<file path="src/rtl/game_types.sv">
// Shared types and defaults for the digit-guessing game controller.
package game_types;

  localparam int unsigned DIGIT_W          = 4;
  localparam int unsigned CHANCE_W         = 3;
  localparam int unsigned MAX_CHANCES_DEF  = 5;
  localparam int unsigned RESULT_TICKS_DEF = 150_000_000;

  typedef logic [3:0][DIGIT_W-1:0] digits_t;

  typedef enum logic [3:0] {
    S_IDLE,
    S_SET_D3,
    S_SET_D2,
    S_SET_D1,
    S_SET_D0,
    S_GUESS_D3,
    S_GUESS_D2,
    S_GUESS_D1,
    S_GUESS_D0,
    S_SHOW_RESULT,
    S_WIN,
    S_LOSE
  } state_t;

  // Digit position a SET/GUESS state is waiting for; 0 for every other state.
  function automatic logic [1:0] slot_of(state_t s);
    case (s)
      S_SET_D3, S_GUESS_D3: return 2'd3;
      S_SET_D2, S_GUESS_D2: return 2'd2;
      S_SET_D1, S_GUESS_D1: return 2'd1;
      default:              return 2'd0;
    endcase
  endfunction

endpackage

</file>
<file path="src/rtl/game_fsm_if.sv">
// Key/switch inputs and game status outputs of game_fsm.
interface game_fsm_if;
  import game_types::*;

  logic                   key_confirm;
  logic                   key_restart;
  logic [DIGIT_W-1:0]     sw;
  state_t                 state;
  digits_t                target;
  digits_t                guess;
  logic [DIGIT_W-1:0]     candidate;
  logic                   sw_valid;
  logic [CHANCE_W-1:0]    chances;

  modport master (
    output key_confirm, key_restart, sw,
    input  state, target, guess, candidate, sw_valid, chances
  );

  modport slave (
    input  key_confirm, key_restart, sw,
    output state, target, guess, candidate, sw_valid, chances
  );
endinterface

</file>
<file path="src/rtl/digit_checker.sv">
// Accepts a switch value when it is a decimal digit not already used in higher slots.
module digit_checker
  import game_types::*;
(
  input  logic [DIGIT_W-1:0]          sw_i,
  input  logic [2:0][DIGIT_W-1:0]     prior_i,   // [2]=digit 3, [1]=digit 2, [0]=digit 1
  input  logic [1:0]                  slot_i,
  output logic                        valid_o
);

  logic [2:0] dup;

  // Only digits above the current slot have been entered in this phase.
  assign dup[0] = (slot_i == 2'd0) && (sw_i == prior_i[0]);
  assign dup[1] = (slot_i <= 2'd1) && (sw_i == prior_i[1]);
  assign dup[2] = (slot_i <= 2'd2) && (sw_i == prior_i[2]);

  assign valid_o = (sw_i <= DIGIT_W'(9)) && (dup == 3'b000);

endmodule

</file>
<file path="src/rtl/game_fsm.sv">
// Four-digit guessing game: secret entry, guessing with limited chances, result dwell.
module game_fsm
  import game_types::*;
#(
  parameter int unsigned RESULT_TICKS = RESULT_TICKS_DEF,
  parameter int unsigned MAX_CHANCES  = MAX_CHANCES_DEF
) (
  input  logic         clk,
  input  logic         rst,
  game_fsm_if.slave    bus
);

  localparam int unsigned CNT_W = (RESULT_TICKS > 1) ? $clog2(RESULT_TICKS) : 1;

  state_t                state_q;
  digits_t               target_q;
  digits_t               guess_q;
  logic [CHANCE_W-1:0]   chances_q;
  logic [CNT_W-1:0]      dwell_q;

  logic                  in_set_c;
  logic                  in_guess_c;
  logic [1:0]            slot_c;
  digits_t               entered_c;
  logic                  chk_valid_c;
  logic                  sw_valid_c;
  logic                  accept_c;
  logic                  win_c;
  logic                  dwell_done_c;

  assign in_set_c   = (state_q == S_SET_D3)   || (state_q == S_SET_D2) ||
                      (state_q == S_SET_D1)   || (state_q == S_SET_D0);
  assign in_guess_c = (state_q == S_GUESS_D3) || (state_q == S_GUESS_D2) ||
                      (state_q == S_GUESS_D1) || (state_q == S_GUESS_D0);
  assign slot_c     = slot_of(state_q);
  assign entered_c  = in_set_c ? target_q : guess_q;

  digit_checker u_checker (
    .sw_i    (bus.sw),
    .prior_i (entered_c[3:1]),
    .slot_i  (slot_c),
    .valid_o (chk_valid_c)
  );

  assign sw_valid_c   = (in_set_c || in_guess_c) && chk_valid_c;
  assign accept_c     = bus.key_confirm && sw_valid_c;
  // Final compare uses the digit being confirmed, not the stale guess[0].
  assign win_c        = ({guess_q[3:1], bus.sw} == target_q);
  assign dwell_done_c = (dwell_q == CNT_W'(RESULT_TICKS - 1));

  always_ff @(posedge clk or posedge rst) begin
    if (rst) begin
      state_q   <= S_IDLE;
      target_q  <= '0;
      guess_q   <= '0;
      chances_q <= '0;
      dwell_q   <= '0;
    end else if (bus.key_restart) begin
      state_q <= S_IDLE;
      dwell_q <= '0;
    end else begin
      case (state_q)
        S_IDLE: if (bus.key_confirm) state_q <= S_SET_D3;

        S_SET_D3: if (accept_c) begin target_q[3] <= bus.sw; state_q <= S_SET_D2; end
        S_SET_D2: if (accept_c) begin target_q[2] <= bus.sw; state_q <= S_SET_D1; end
        S_SET_D1: if (accept_c) begin target_q[1] <= bus.sw; state_q <= S_SET_D0; end
        S_SET_D0: if (accept_c) begin
          target_q[0] <= bus.sw;
          chances_q   <= CHANCE_W'(MAX_CHANCES);
          state_q     <= S_GUESS_D3;
        end

        S_GUESS_D3: if (accept_c) begin guess_q[3] <= bus.sw; state_q <= S_GUESS_D2; end
        S_GUESS_D2: if (accept_c) begin guess_q[2] <= bus.sw; state_q <= S_GUESS_D1; end
        S_GUESS_D1: if (accept_c) begin guess_q[1] <= bus.sw; state_q <= S_GUESS_D0; end
        S_GUESS_D0: if (accept_c) begin
          guess_q[0] <= bus.sw;
          if (win_c) begin
            state_q <= S_WIN;
          end else begin
            state_q   <= S_SHOW_RESULT;
            chances_q <= (chances_q == '0) ? '0 : chances_q - CHANCE_W'(1);
            dwell_q   <= '0;
          end
        end

        // Confirm and timeout together still make a single advance.
        S_SHOW_RESULT: begin
          dwell_q <= dwell_q + CNT_W'(1);
          if (bus.key_confirm || dwell_done_c)
            state_q <= (chances_q == '0) ? S_LOSE : S_GUESS_D3;
        end

        S_WIN, S_LOSE: if (bus.key_confirm) state_q <= S_IDLE;

        default: state_q <= S_IDLE;
      endcase
    end
  end

  assign bus.state     = state_q;
  assign bus.target    = target_q;
  assign bus.guess     = guess_q;
  assign bus.chances   = chances_q;
  assign bus.candidate = bus.sw;
  assign bus.sw_valid  = sw_valid_c;

endmodule

</file>
<file path="src/flat_wrapper.sv">
// flat-port wrapper written by rule: the top's interface ports become plain ports
module game_fsm_flat import game_types::*;
#(
  parameter int unsigned RESULT_TICKS = RESULT_TICKS_DEF,
  parameter int unsigned MAX_CHANCES  = MAX_CHANCES_DEF
)
  (clk, rst, bus_key_confirm, bus_key_restart, bus_sw, bus_state, bus_target, bus_guess, bus_candidate, bus_sw_valid, bus_chances);
  game_fsm_if bus_i ();
  input  logic clk;
  input  logic rst;
  input wire logic [$bits(bus_i.key_confirm)-1:0] bus_key_confirm;
  input wire logic [$bits(bus_i.key_restart)-1:0] bus_key_restart;
  input wire logic [$bits(bus_i.sw)-1:0] bus_sw;
  output wire logic [$bits(bus_i.state)-1:0] bus_state;
  output wire logic [$bits(bus_i.target)-1:0] bus_target;
  output wire logic [$bits(bus_i.guess)-1:0] bus_guess;
  output wire logic [$bits(bus_i.candidate)-1:0] bus_candidate;
  output wire logic [$bits(bus_i.sw_valid)-1:0] bus_sw_valid;
  output wire logic [$bits(bus_i.chances)-1:0] bus_chances;
  assign bus_i.key_confirm = bus_key_confirm;
  assign bus_i.key_restart = bus_key_restart;
  assign bus_i.sw = bus_sw;
  assign bus_state = bus_i.state;
  assign bus_target = bus_i.target;
  assign bus_guess = bus_i.guess;
  assign bus_candidate = bus_i.candidate;
  assign bus_sw_valid = bus_i.sw_valid;
  assign bus_chances = bus_i.chances;
  game_fsm #(.RESULT_TICKS(RESULT_TICKS), .MAX_CHANCES(MAX_CHANCES)) u_core (.clk(clk), .rst(rst), .bus(bus_i));
endmodule
</file>
<file path="config.mk">
export PLATFORM = sky130hd
export DESIGN_NAME = game_fsm_flat
export DESIGN_NICKNAME = d
export VERILOG_FILES = /design/src/rtl/game_types.sv /design/src/rtl/game_fsm_if.sv /design/src/rtl/digit_checker.sv /design/src/rtl/game_fsm.sv /design/src/flat_wrapper.sv
export SDC_FILE = /design/constraint.sdc
export NUM_CORES = 1
export LEC_CHECK = 0
export CORE_ASPECT_RATIO = 0.9
export CORE_UTILIZATION = 29
export CTS_CLUSTER_SIZE = 8
export DETAILED_ROUTE_END_ITERATION = 16
export PLACE_DENSITY_LB_ADDON = 0.3
export REMOVE_ABC_BUFFERS = 1
export SLEW_MARGIN = 20
export SYNTH_ARGS = -nofsm -noshare
export SYNTH_HDL_FRONTEND = slang
export SYNTH_SLANG_ARGS = --single-unit
</file>
<file path="constraint.sdc">
create_clock -name clk -period 4.5 [get_ports clk]
set_input_delay 1.35 -clock clk [delete_from_list [all_inputs] [get_ports clk]]
set_output_delay 1.35 -clock clk [all_outputs]
set_load 0.03 [all_outputs]
</file>
==> summary.md <==
| Metric | Value |
|---|---|
| Outcome | `completed` |
| Core region area | `0.0135 sq mm` |
| Total number of vias | `3353` |
| Rows | `40` |
| Net Sw Frac | `0.372` |
| Vias in the first global route | `3217` |
| Commonest non-fill, non-tap cells in the layout | `67 x dfrtp_1, 46 x clkdlybuf4s50_1, 34 x xor2_1` |
| Type of the worst setup path | `in2out` |
| Worst-Skew Late Latency | `330 ps` |
| Delay of the slowest critical-path stage | `300 ps` |
| Crit path cell chain | `dlygate4sd2_1, xnor2_1, o21ai_1, a211o_1, a222oi_1, a41o_1, or2_1, inv_2, buf_6` |
| Final nets | `479` |
| Fmax achieved | `231 MHz` |
| Worst VDD drop | `214 uV` |
| Fin crit share | `0.961` |
| Placement Cell Area | `0.00488 sq mm` |
| CTS tree | `built` |
| Hold buffers post-CTS | `0` |
| Antenna diodes | `0` |
| Avg Synthesized Cell Area | `10.2 sq um` |
| Fin area | `0.00527 sq mm` |
| Rel. slew slack | `0.421` |
| Worst Setup SP | `bus_sw[3]` |
| IO Pins | `52` |
| Critical Path AT | `2970 ps` |
| Pwr per Cell Area | `514 mW/mm^2` |
| Initial Utilization | `0.301` |
| WL per Instance | `16.5 um` |
| Psw | `1.01 mW` |
| Yosys reg bits | `67` |
| Crit path required time | `3150 ps` |
| Final Hold Vio Count | `0` |
| Internal power | `1.70 mW` |
| Synth unique cells | `56` |
| CTS Buffer Depth | `2` |
| IO buf count | `51` |
| RD Place Congestion | `0.851` |
| RSZ-0062 raised after global routing | `false` |
| Syn. warnings | `0` |
| Post-layout min period | `4320 ps` |
| Max_cap viols | `0` |
| DIE HEIGHT | `114 um` |
| Synthesis-to-layout area growth | `29.7%` |
| Chip width | `127 um` |
| Fin. max-slew vios | `0` |
| TritonRoute pass-1 iters | `5` |
| Global route total overflow | `0` |
| # DRC | `0` |
| Fillers | `1327` |
| R2R Path Start | `u_core.bus.state[2]$_DFFE_PP0P_` |
| CP max stage cell | `a222oi_1` |
| Hold Path Class | `reg2reg` |
| DRT iter0 DRCs | `221` |
| Max Clock Skew | `7.72 ps` |
| Slew @ Worst Pin | `869 ps` |
| CP Capture Type | `output port` |
| Max FO, Critical Path | `5` |
| Initial antenna violation count | `0` |
| Share of cells above drive strength 1 | `0.211` |
| CTS root buf | `clkbuf_16` |
| Final setup fails | `0` |
| Tot Pwr | `2.71 mW` |
| DR vias/cell | `5.23` |
| DIE AREA | `0.0145 sq mm` |
| Sequential share of power | `0.295` |
| Clock Sinks | `67` |
| Hold wc startpoint | `u_core.bus.guess[3]$_DFFE_PP0P_` |
| Post-synth EDFFs | `0` |
| Dpl hpwl | `7.45 mm` |
| First-pass GRT wire length | `17.5 mm` |
| Tot GR Track Use | `0.155` |
| CTS H-tree lvls | `3` |
| Async S/R FF share, synth | `1.00` |
| Most common cell after layout, fill and taps aside | `dfrtp_1` |
| Fin util | `0.390` |
| Clk pin slew, worst setup/hold paths | `60 ps` |
| Clock share of power | `0.298` |
| Crit start category | `input pin` |
| Mapped Area | `0.00406 sq mm` |
| Prevailing post-synth register cell | `dfrtp_1` |
| Post-Syn Instances | `399` |
| Register area share after synthesis | `0.413` |
| Leak | `2.33 nW` |
| Post-DRT Antenna Nets | `0` |
| Largest net degree at the start of global routing | `68` |
| Routed WL | `10.6 mm` |
| Total CTS buffers | `9` |
| Logic pwr share | `0.408` |
==> power groups by stage <==
stage               registers, mW  logic [mW]  clock network [mW]
floorplan                   0.957       0.511                   0
global placement            0.807        1.08                   0
detailed placement          0.807        1.08                   0
CTS                         0.797        1.09               0.819
global route                0.812        1.18               0.850
finish                      0.798        1.10               0.806
==> metrics by stage <==
stage               instances  setup slack [ps]  hold WS [ps]  setup TNS, ps
finish                    641               178           505              0
global route              641              30.3           524              0
CTS                       640              11.6           506              0
detailed placement        622              -591           494           -591
global placement          622              -606           495           -606
floorplan                 375              -109           485           -109
==> registers in the layout, indices dropped and copies added, names as in the netlist <==
signal,count
u_core.bus.guess,16
u_core.dwell_q,28
u_core.bus.target,16
u_core.bus.state,4
u_core.bus.chances,3
==> worst paths after layout <==
check / end / slack (ps) / cells past startpoint
hold / removal: u_core.bus.guess[3]$_DFFE_PP0P_ / 510 / 1
hold reg to reg: u_core.bus.guess[3]$_DFFE_PP0P_ / 510 / 1
setup / recovery: bus_sw_valid / 180 / 9
setup reg to reg: u_core.bus.guess[5]$_DFFE_PP0P_ / 970 / 9
min in group asynchronous: u_core.bus.target[8]$_DFFE_PP0P_ / 1620 / 3
max in group asynchronous: u_core.dwell_q[22]$_DFFE_PP0P_ / 2330 / 3
==> repair_timing <==
item,in CTS,in global routing
setup endpoints to repair,1,1
setup buffers,2,1
resized for setup,11,9
pin swaps,4,6
==> cell usage after synthesis (8+ instances only) <==
library cell	count	area [sq um]
o21ai_0	13	65.1
nand3_1	12	60.1
a21oi_1	15	75.1
nor2_1	31	116
nand2_1	21	78.8
mux2_2	31	349
xor2_1	34	298
nor4_1	8	50.1
mux2i_1	8	80.1
dfrtp_1	67	1680
clkbuf_1	16	60.1
xnor2_1	13	114
inv_1	13	48.8
nor3_1	13	65.1
nand4_1	15	93.8
==> worst max-delay path: cells and delay by family <==
family | cells | cell delay, ps
xor gates and xnor gates | 1 | 200
and+or+nand+nor | 1 | 150
buffers and inverters | 3 | 470
AOI/OAI and AO/OA | 4 | 790
==> final cells by class <==
cell class              count  area (sq um)  share of cell area
multi-input cells         295          2230               0.423
flip-flops and latches     67          1680               0.318
repair buffers             82           759               0.144
clock buffers              10           229              0.0435
well taps                 168           210              0.0399
clock inverters             6           114              0.0216
inverters                  13          48.8             0.00927
==> metal layers <==
| metal | global-route usage | part of all wire |
|---|---|---|
| met5 | 0 | 0 |
| met4 | 0.0397 | 0.0066 |
| met3 | 0.0397 | 0.044 |
| met2 | 0.235 | 0.45 |
| met1 | 0.219 | 0.50 |
==> cells by family (layout without fill, tap and decap cells) <==
| kind of cell | after synthesis | after routing | share of synthesized area |
|---|---|---|---|
| compound gates | 68 | 68 | 0.120 |
| xor+xnor | 47 | 47 | 0.101 |
| fa+ha+maj | 3 | 3 | 0.00924 |
| buf+inv | 37 | 111 | 0.0419 |
| flops | 67 | 67 | 0.413 |
| mux | 43 | 43 | 0.120 |
| simple gates | 134 | 134 | 0.195 |
Note: power is estimated with default switching activity, not from simulation.
==> variant 1 (config.mk and constraints unchanged) <==
Set the package constant `DIGIT_W` to 3 (it was 4).
--- a/src/rtl/game_types.sv
+++ b/src/rtl/game_types.sv
@@ -1,7 +1,7 @@
 // Shared types and defaults for the digit-guessing game controller.
 package game_types;
 
-  localparam int unsigned DIGIT_W          = 4;
+  localparam int unsigned DIGIT_W          = 3;
   localparam int unsigned CHANCE_W         = 3;
   localparam int unsigned MAX_CHANCES_DEF  = 5;
   localparam int unsigned RESULT_TICKS_DEF = 150_000_000;
Interface: changed (resized bus_candidate, bus_guess, bus_sw and bus_target); port bits go from 52 to 42. No check against the original RTL was run, so the function may have changed too.
==> variant 1 against the original RTL <==
Synthesized cell count shrank 6.3%. Design area shrank 16%. Power shrank 32%. Worst setup slack lost 17 ps. Routed wire length shrank 13%. Non-clock buffer count shrank 27. Fmax shrank 0.39%. Sequential cell count shrank 8. Global-route usage shrank 0.13 points. Critical path depth is the same. Sequential share of layout area grew 1.7 points. Synthesized area shrank 14%.
==> variant 1: results (changes against the original RTL) <==
| Metric | Value |
|---|---|
| Htree depth | `3 (unchanged)` |
| Worst path slowest cell | `dlygate4sd2_1` |
| Seq/Total Area, Yosys | `42.2% (+0.95 points)` |
| Leak | `0.00186 uW (-20%)` |
| Ratio of cells with drive above 1 in the final layout | `14.6% (-6.5 points)` |
| Resize count post-CTS | `1 (-10)` |
| Top reg by flops | `u_core.dwell_q` |
| Ys Warns | `0 (unchanged)` |
| Largest net degree at the start of global routing | `38 (-44%)` |
| Vias/cell | `5.04 (-3.6%)` |
| Dpl cell area | `4110 um2 (-16%)` |
| Worst Hold Class | `flop to flop` |
| Final net count | `430 (-10%)` |
| Clock Skews | `7.94 ps (+0.218 ps)` |
| Post-synthesis adder-cell area fraction | `1.07% (+0.15 points)` |
| Global-route wire length before repair | `15200 um (-13%)` |
| Total GRT Usage | `15.4% (-0.13 points)` |
| Critical path startpoint | `bus_sw[0]` |
| CTS Root Cell | `clkbuf_16` |
| Synth cell types | `59 (+5.4%)` |
| CP max FO | `5 (unchanged)` |
| Post-CTS Setup Inserts | `0 (-2)` |
| Worst r2r src | `u_core.bus.state[3]` |
| Max incr delay on CP | `360 ps (+60 ps)` |
| Top cells by area, synth | `dfrtp_1 42%, xor2_1 5.3%, nor2_1 5.2%, mux2_2 3.2%, nor2b_1 3.0%` |
| XOR/XNOR Fraction of Synth Area | `7.52% (-2.6 points)` |
| Mux contribution to synthesized area | `5.40% (-6.5 points)` |
| Clock transition at the registers of the reported paths | `50 ps` |
| DRT Pass-1 Iters | `4 (-1)` |
| Buffers on Ports | `41 (-20%)` |
| Run status | `completed` |
| Most common library cells after synthesis | `59 x dfrtp_1, 48 x nor2_1, 21 x xor2_1` |
| Min-delay src | `u_core.bus.guess[1]` |
| Clk_lat worst skew | `330 ps (about the same)` |
| Final weighted congestion in routability-driven placement | `0.802 (-5.8%)` |
| Antenna Cells | `0 (unchanged)` |
| Max reg flops | `28 (unchanged)` |
| Setup crit start kind | `primary input` |
| Final HPWL DP | `6580 um (-12%)` |
| Max Cap Violations | `0 (unchanged)` |
| Worst path arrival time | `2990 ps (+20 ps)` |
| Average wire per standard cell | `15.8 um (-4.3%)` |
| Drt initial violations | `177 (-20%)` |
| Slew at the pin closest to its max-slew limit | `586 ps (-283 ps)` |
| Antenna violations before repair | `0 (unchanged)` |
| Vias in the first global route | `2890 (-10%)` |
| Compound-Gate Fraction of Synth Area | `14.7% (+2.7 points)` |
| Worst IR Drop VDD | `0.000259 V (+21%)` |
==> variant 1: routing by layer <==
layer / global-route usage (%) / part of all wire [%] / vias to the layer above
li1: - / - / 1422
met5: 0 / 0 / -
met3: 3.38 / 3.5 / 11
met2: 23.4 / 45 / 62
met4: 5.13 / 1.2 / 0
met1: 21.4 / 50 / 1430
==> variant 1: area by class of cell <==
cell class,instances,area (um2)
well taps,156,195
inverters,18,67.6
repair buffers,55,512
multi-input cells,277,1860
clock buffers,14,294
flip-flops and latches,59,1480
clock inverters,1,5.00
fillers,1191,7170
==> variant 1: path summary, 6_finish.rpt <==
check | to | slack [ps] | depth (start not counted)
worst min register to register | u_core.bus.guess[1] | 510 | 1
worst min-delay path | u_core.bus.guess[1] | 510 | 1
worst max register to register | u_core.bus.guess[3] | 1240 | 8
min in group asynchronous | u_core.bus.guess[6] | 1380 | 2
max in group asynchronous | u_core.dwell_q[0] | 2230 | 3
worst max-delay path | bus_sw_valid | 160 | 9
==> variant 1: cell families after synthesis <==
| group | Yosys count |
|---|---|
| AOI/OAI and AO/OA | 68 |
| xor gates and xnor gates | 30 |
| adders and majority gates | 3 |
| buffers and inverters | 38 |
| DFF | 59 |
| muxes | 17 |
| and+or+nand+nor | 159 |
==> variant 1: power breakdown <==
group          switching [uW]  total, uW  internal [uW]  leakage [uW]
clock network             231        674            443      0.000151
registers                31.7        589            557      0.000811
logic                     345        573            228      0.000897
total                     608       1840           1230       0.00186
==> variant 1: critical path: cells and delay by family <==
family,cells,cell delay (ps)
AO/OA/AOI/OAI,2,530
XOR/XNOR,1,140
buffers and inverters,4,790
AND/OR/NAND/NOR,2,180
==> variant 1: metrics by stage <==
| stage | total power, uW | setup TNS (ps) | instances | worst slack [ps] |
|---|---|---|---|---|
| after global routing | 1910 | 0 | 580 | 14.6 |
| after global placement | 1160 | -52.4 | 565 | -52.4 |
| after floorplan | 970 | 0 | 354 | 494 |
| after detailed placement | 1170 | -112 | 565 | -112 |
| after CTS | 1850 | 0 | 580 | 155 |
| final | 1840 | 0 | 580 | 161 |
==> variant 2 (same settings) <==
Made on the original files. Reset style: synchronous (`rst`), changed in one clocked block.
--- a/src/rtl/game_fsm.sv
+++ b/src/rtl/game_fsm.sv
@@ -48,7 +48,7 @@
   assign win_c        = ({guess_q[3:1], bus.sw} == target_q);
   assign dwell_done_c = (dwell_q == CNT_W'(RESULT_TICKS - 1));
 
-  always_ff @(posedge clk or posedge rst) begin
+  always_ff @(posedge clk) begin
     if (rst) begin
       state_q   <= S_IDLE;
       target_q  <= '0;
Formal check against the unedited RTL: differs if rst is asserted again (counterexample within 4 cycles, from zero or initial values and one cycle with rst high); with rst held inactive, the same outputs for 4 cycles.
==> variant 2 against the original RTL <==
Clock skew down 1.1 ps. Via count up 15%. Critical endpoint unchanged. Core utilization down 1.5 points. Sequential share of layout area down 5.3 points. Worst setup slack worse by 110 ps. Die area up 0.45%. Routed wire length up 12%. Design area down 3.9%. Sequential cell count unchanged. Synthesized area up 0.46%. Global-route usage up 1.7 points. Critical path type unchanged.
Power is not compared: it rests on default switching activity, and its combinational part moved more than twofold at a synthesized area within 25%.
==> variant 2: results (changes against the original RTL) <==
| Metric | Value |
|---|---|
| Dpl ws | `-15.3 ps (+575 ps)` |
| DR WL met2 | `5320 um (+12%)` |
| Top reg by flops | `u_core.dwell_q` |
| R2r endpoint | `u_core.bus.target[7]` |
| Vias in the first global route | `3771 (+17%)` |
| Post-CTS Setup Inserts | `0 (-2)` |
| Total GRT Usage | `17.2% (+1.7 points)` |
| Run status | `completed` |
| # fillers | `1409 (+6.2%)` |
| Register Area | `1340 um2 (-20%)` |
| Synth cell types | `58 (+3.6%)` |
| Final net count | `542 (+13%)` |
| Top cells by area, synth | `dfxtp_1 33%, mux2i_1 7.1%, a21oi_1 5.9%, xor2_1 4.9%, nand2b_1 4.6%` |
| M2 GR Usage | `27.7% (+4.2 points)` |
| Ratio of cells with drive above 1 in the final layout | `10.1% (-11 points)` |
| Final HPWL DP | `8350 um (+12%)` |
| Post-Syn Area per Cell | `8.43 um2 (-17%)` |
| Global-route wire length before repair | `19500 um (+12%)` |
| Max incr delay on CP | `470 ps (+170 ps)` |
| Drt total wl | `11800 um (+12%)` |
| Fraction of area in multi-input gates | `49.0% (+6.7 points)` |
| Slew at the pin closest to its max-slew limit | `678 ps (-191 ps)` |
| Area Growth Syn to Fin | `24.0%` |
| Non-clk buf share | `13.9% (-0.50 points)` |
| Post-Route M1 WL | `5660 um (+6.9%)` |
| Ys async rst share | `0% (-100 points)` |
| Clkbuf count | `12 (+2)` |
| Most common library cells after synthesis | `67 x dfxtp_1, 48 x a21oi_1, 30 x nand2b_1` |
| Clock Skews | `6.60 ps (-1.12 ps)` |
| Routing usage on met1 | `22.1% (+0.24 points)` |
| CP max FO | `6 (+1)` |
| Vias | `3867 (+15%)` |
| Hold depth | `2 (+1)` |
| Worst path slowest cell | `clkdlybuf4s50_1` |
| Final weighted congestion in routability-driven placement | `0.891 (+4.7%)` |
| Worst path arrival time | `3080 ps (+110 ps)` |
| Met3 routed WL | `682 um (+47%)` |
| Drt initial violations | `301 (+36%)` |
| Synth Flop Type | `dfxtp_1` |
| GR Util met3 | `4.86% (+0.89 points)` |
==> variant 2: kinds of logic (layout without fill, tap and decap cells) <==
group	Yosys count	count (layout)	synth area share, %
AOI/OAI and AO/OA	118	118	18.2
xor gates and xnor gates	30	30	6.44
adders and majority gates	3	3	0.920
buffers and inverters	50	101	6.81
DFF	67	67	32.9
muxes	30	30	7.39
and+or+nand+nor	186	186	27.4
==> variant 2: worst min path at each step <==
stage	start	endpoint	slack, ps
floorplan	u_core.dwell_q[27]	u_core.dwell_q[27]	450
global placement	u_core.dwell_q[27]	u_core.dwell_q[27]	460
detailed placement	u_core.dwell_q[27]	u_core.dwell_q[27]	470
CTS	u_core.bus.guess[0]	u_core.bus.guess[0]	480
global route	u_core.bus.guess[0]	u_core.bus.guess[0]	500
finish	u_core.dwell_q[20]	u_core.dwell_q[20]	480
==> variant 2: critical path: cells and delay by family <==
family	cells	cell delay (ps)
XOR/XNOR	1	150
buffers and inverters	4	940
AO/OA/AOI/OAI	2	250
AND/OR/NAND/NOR	2	380
